## src/rtl/multiplier_sequencer.sv

```systemverilog
`default_nettype none
// ============================================================================
// Module   : multiplier_sequencer
// Brief    : Control and buffering stage for a shift-and-add multiplier
//            datapath. Accepts operand pairs over a valid/ready handshake,
//            strobes the datapath through one init and N shift cycles, and
//            presents the 2N-bit product over an output valid/ready handshake.
// Revision : 1.0 - initial release
// ============================================================================
module multiplier_sequencer #(
  parameter int N = 4  // operand width, must be at least 2
) (
  input  logic             clock,
  input  logic             reset,
  // upstream operand handshake
  input  logic             in_valid,
  output logic             in_ready,
  input  logic [N-1:0]     in_multiplicand,
  input  logic [N-1:0]     in_multiplier,
  // downstream result handshake
  output logic             out_valid,
  input  logic             out_ready,
  output logic [2*N-1:0]   out_product,
  // datapath control and data
  output logic             do_init,
  output logic             do_shift,
  output logic [N-1:0]     dp_multiplicand,
  output logic [N-1:0]     dp_multiplier,
  input  logic [2*N-1:0]   dp_product,
  // status
  output logic             busy
);

  // Counter only has to hold N-1, so ceil(log2(N)) bits are enough.
  localparam int            CW       = (N > 1) ? $clog2(N) : 1;
  localparam logic [CW-1:0] CNT_LOAD = CW'(N - 1);

  localparam logic [1:0] S_IDLE  = 2'd0;
  localparam logic [1:0] S_INIT  = 2'd1;
  localparam logic [1:0] S_SHIFT = 2'd2;
  localparam logic [1:0] S_WB    = 2'd3;

  logic [1:0]     state_q, state_d;
  logic [CW-1:0]  cnt_q, cnt_d;
  logic [N-1:0]   mcand_q, mcand_d;
  logic [N-1:0]   mplier_q, mplier_d;
  logic           out_valid_q, out_valid_d;
  logic [2*N-1:0] product_q, product_d;

  logic           w_accept;
  logic           w_out_free;
  logic           w_wb_load;
  logic           w_cnt_zero;

  // An operand pair is taken only while idle; the output register is free
  // when empty or when its current contents leave in this very cycle.
  assign w_accept   = (state_q == S_IDLE) && in_valid;
  assign w_out_free = !out_valid_q || out_ready;
  assign w_wb_load  = (state_q == S_WB) && w_out_free;
  assign w_cnt_zero = (cnt_q == '0);

  // State register
  always_ff @(posedge clock) begin
    if (reset) begin
      state_q <= S_IDLE;
    end else begin
      state_q <= state_d;
    end
  end

  // Next-state logic: one init cycle, N shift cycles, then write-back
  always_comb begin
    state_d = state_q;
    case (state_q)
      S_IDLE:  if (in_valid)   state_d = S_INIT;
      S_INIT:                  state_d = S_SHIFT;
      S_SHIFT: if (w_cnt_zero) state_d = S_WB;
      S_WB:    if (w_out_free) state_d = S_IDLE;
      default:                 state_d = S_IDLE;
    endcase
  end

  // Output decode: strobes and status come straight from the state register
  always_comb begin
    in_ready = 1'b0;
    busy     = 1'b1;
    do_init  = 1'b0;
    do_shift = 1'b0;
    case (state_q)
      S_IDLE: begin
        in_ready = 1'b1;
        busy     = 1'b0;
      end
      S_INIT:  do_init  = 1'b1;
      S_SHIFT: do_shift = 1'b1;
      S_WB:    ;
      default: begin
        in_ready = 1'b0;
        busy     = 1'b1;
      end
    endcase
  end

  // Next values of the operand, counter and result registers
  always_comb begin
    mcand_d     = mcand_q;
    mplier_d    = mplier_q;
    cnt_d       = cnt_q;
    out_valid_d = out_valid_q;
    product_d   = product_q;

    // Operands are frozen after capture so the datapath sees stable values.
    if (w_accept) begin
      mcand_d  = in_multiplicand;
      mplier_d = in_multiplier;
    end

    // The counter counts down the remaining shift cycles after this one.
    if (state_q == S_INIT) begin
      cnt_d = CNT_LOAD;
    end else if ((state_q == S_SHIFT) && !w_cnt_zero) begin
      cnt_d = cnt_q - 1'b1;
    end

    // A write-back reload takes priority over a drain in the same cycle.
    if (w_wb_load) begin
      product_d   = dp_product;
      out_valid_d = 1'b1;
    end else if (out_valid_q && out_ready) begin
      out_valid_d = 1'b0;
    end
  end

  // Operand, counter and result registers
  always_ff @(posedge clock) begin
    if (reset) begin
      mcand_q     <= '0;
      mplier_q    <= '0;
      cnt_q       <= '0;
      out_valid_q <= 1'b0;
      product_q   <= '0;
    end else begin
      mcand_q     <= mcand_d;
      mplier_q    <= mplier_d;
      cnt_q       <= cnt_d;
      out_valid_q <= out_valid_d;
      product_q   <= product_d;
    end
  end

  assign dp_multiplicand = mcand_q;
  assign dp_multiplier   = mplier_q;
  assign out_valid       = out_valid_q;
  assign out_product     = product_q;

endmodule
`default_nettype wire

```

## config.mk

```make
export PLATFORM = sky130hd
export DESIGN_NAME = multiplier_sequencer
export DESIGN_NICKNAME = d
export VERILOG_FILES = /design/src/rtl/multiplier_sequencer.sv
export SDC_FILE = /design/constraint.sdc
export NUM_CORES = 1
export LEC_CHECK = 0
export ABC_AREA = 1
export BUFFER_PORTS_ARGS = -buffer_cell sky130_fd_sc_hd__clkbuf_2
export CELL_PAD_IN_SITES_DETAIL_PLACEMENT = 1
export CELL_PAD_IN_SITES_GLOBAL_PLACEMENT = 1
export CORE_AREA = 2 2 55 57
export DETAILED_ROUTE_END_ITERATION = 6
export DIE_AREA = 0 0 57 59
export PLACE_DENSITY_LB_ADDON = 0.1
export SETUP_SLACK_MARGIN = 0.02
export SYNTH_ARGS = -nofsm -noshare
export SYNTH_HDL_FRONTEND = slang
export SYNTH_SLANG_ARGS = --single-unit
```

## constraint.sdc

```tcl
create_clock -name clock -period 2.2 [get_ports clock]
set_input_delay 0.11 -clock clock [delete_from_list [all_inputs] [get_ports clock]]
set_output_delay 0.11 -clock clock [all_outputs]
set_load 0.02 [all_outputs]
```

==> summary.md <==
Among all stages on the critical path, the largest delay is contributed by dfxtp_1. Path type of the worst setup path: reg -> out. Class of the most critical hold timing path: in -> reg. After synthesis, the largest family of logic cells by area is simple AND/OR/NAND/NOR gates. For the number of buffers created by CTS, the log shows 3.

The initial cell density of the core came out at 31.6%. The number of distinct library cells after synthesis is 13, and the mux share of post-synthesis cell area is 0%. The mapped netlist covers 856 µm². The number of gates resized after CTS came out at 0.

The die width was 57 µm; the final number of setup-violating endpoints was 0. The area fraction in and, or, nand and nor cells after synthesis was 24.7%. The routed layout has 859 vias. The total of hold buffers inserted after clock tree synthesis was 0. The number of optimization iterations in the first detailed-route pass was 3.

The total global routing overflow was 0. Setup repair after global routing left no endpoint under its margin. The post-route netlist has 32.1% of its cells at a drive strength greater than 1. The critical-path maximum fanout came out at 5.

The tree built by TritonCTS fans out to 21 sinks. The insertion delay of the later-clocked pin in the worst-skew pair is 0.29 ns. The design draws 0.00141 W. The deepest level of the CTS H-tree is 1, and the core occupancy in the finished layout is 41.5%. The max-slew headroom at the worst pin is 68.4%. In the detailed route, the total length drawn on met2 is 1.04 mm. VDD sags by at most 0.000615 V. A synthesized cell averages 7.64 µm². Highest routing layer actually used: met4. The die is 59 µm tall. The run gives 0 as the count of synthesis-stage warnings from yosys.

For the count of final hold-check violations, the log shows 0. The synthesized-area fraction occupied by adder cells is 7.31%. The final critical path takes up 64.0% of the cycle.

The tools report the largest net degree at the start of global routing as 19. The critical path goes through inv_1, ha_1, inv_1, clkbuf_2. Routability-driven placement finished with a final weighted congestion of 0.782. For the worst setup path, the data arrival time is 1.30 ns. The count of buffers from port buffering works out to 40. Among all cell types in the netlist, the one instantiated most often is nor2_1. The routed design uses 108 µm of met3 wire.

For the total global routing track utilization, the log shows 13.6%. Counting I/O delays and the setup requirement, the final critical path takes 1.41 ns. The number of antenna violations at the first check in global routing came out at 0. For the pin with the worst max-slew slack, the measured transition is 0.473 ns. The most frequent cell on the critical path was inv_1. The number of buffers on the longest clock path was 2; the synthesized flop and latch total was 21. By area the synthesized netlist is led by dfxtp_1 (49%), nor2_1 (17%), o21ai_0 (9.4%).

The leakage power summed over all cells is 0.581 nW. Count of flip-flops with a built-in enable after synthesis: 0. Wires add up to 2.07 mm. After floorplanning, the core was divided into 19 placement rows.

The detailed-route DRC error count was 0; the total half-perimeter wirelength after legalization and detailed placement was 1.65 mm. The kind of start point of the critical path is a register. The tools report the root buffer cell as clkbuf_4. After detailed routing, the wire length on met1 is 906 µm.

The primary flip-flop cell chosen by synthesis mapping was dfxtp_1. The type of element capturing the critical path was an output port. The count of final max-slew check failures is 0, and the highest achievable clock rate is 710 MHz.

The tools report the boundary pin count as 41. After detailed routing, the average wire length per cell comes to 11.1 µm. Summing the areas of all xor and xnor instances in the mapped netlist gives 0% of the synthesized area.

The tools report the number of buffers inserted to repair setup after CTS as 0. Synthesis handed over a netlist of 112 instances. Sequential elements use 49.1% of the synthesized area. The repair_antennas step left the layout with diodes totalling 0. The total area inside the core boundary comes to 2710 µm². Of the post-synthesis cell area, the dominant cell type holds 49.1%. The compound-cell area share of the yosys netlist was 12.3%. TritonCTS built the clock tree. The setup total negative slack is 0 ns.

The logs give 0.00229 ns for the worst-case clock skew and 137 for the number of nets produced by synthesis. The area of the die was 3360 µm²; the post-layout net count was 182. The flow ran to the end, and the final reports show no timing, DRC or antenna violations.

The DRC marker count from the first detailed-route iteration came out at 10. The tools report the total of max-cap violations as 0. Counting instances in the post-synthesis netlist gives the leading cell types as nor2_1 (38), dfxtp_1 (21), o21ai_0 (16).

The number of global-route vias before repair is 839. First-pass GRT wire length: 3.51 mm. Number of routed nets with antenna violations: 0. The most area-hungry cell type in the Yosys netlist was dfxtp_1. Dividing total power by cell area gives a power density of 1260 nW/µm².

The share of flip-flops with an asynchronous set or reset was 0%. Clock-pin slew was measured on the worst setup and hold paths at 0.11 ns. In the routed layout, each cell is associated on average with a via count of 4.59.

The maximum single-stage delay on the critical path was 0.41 ns; the area growth from synthesis to layout was 31.3%. At the worst endpoint, the required time is 2.09 ns.
## stage by stage
step / setup slack (ns) / cells / hold WS [ns] / area, µm²
6_report: 0.792 / 187 / 0.0627 / 1120
5_1_grt: 0.654 / 187 / 0.0588 / 1120
4_1_cts: 0.753 / 186 / 0.00308 / 1110
3_5_place_dp: 0.887 / 182 / 0.333 / 1090
3_3_place_gp: 0.950 / 182 / 0.320 / 1090
2_1_floorplan: 0.976 / 112 / 0.179 / 856
## placed cells by master, fill, tap and decap left out
cell type	instances
or2_0	1
nand4_1	2
clkbuf_2	40
dfxtp_1	21
inv_1	10
nand3_1	2
nand2_1	4
dlygate4sd3_1	1
clkbuf_4	3
o21ai_0	16
inv_2	3
nand2_2	4
clkbuf_1	1
a21oi_1	5
ha_1	5
nor2_1	38
## layout make-up
cell class              count  area (µm²)
flip-flops and latches     21         420
inverters                  13        48.8
multi-input cells          77         379
clock buffers               4        26.3
fillers                   367        1590
well taps                  31        38.8
repair buffers             41         210
## worst paths after layout
path                      start                  to  slack [ns]  cells past startpoint
max                  state_q[0]                busy        0.79                      4
min          in_multiplicand[2]  dp_multiplicand[2]        0.06                      3
max reg2reg          state_q[0]          state_q[0]        0.90                      7
min reg2reg      out_product[0]      out_product[0]        0.49                      2
## registers in the layout (all words and copies together), names as in the netlist
signal and count:
dp_multiplier 4, cnt_q 2, out_valid 1, dp_multiplicand 4, out_product 8, state_q 2
## layer usage
layer | vias to the layer above | global-route usage, %
met4 | 0 | 5.98
met2 | 22 | 24.3
met3 | 2 | 2.84
met5 | - | 0
li1 | 444 | -
met1 | 391 | 15.6
## worst max-delay path: cells and delay by family, from the launching register on
family                   cells  cell delay, ns
flip-flops                   1            0.41
buffers and inverters        3            0.32
adder cells (fa/ha/maj)      1            0.28
## cell families (layout without fill, tap and decap cells)
logic type,count (synthesis),after routing
simple gates,51,51
buf+inv,14,58
flops,21,21
fa+ha+maj,5,5
compound gates,21,21
## power by group
part | switching [W] | leakage (nW) | internal [W]
logic | 0.000444 | 0.393 | 0.000236
registers | 0.0000642 | 0.173 | 0.000489
clock network | 0.000108 | 0.0150 | 0.0000704
Power figures use the tool's default switching activity.
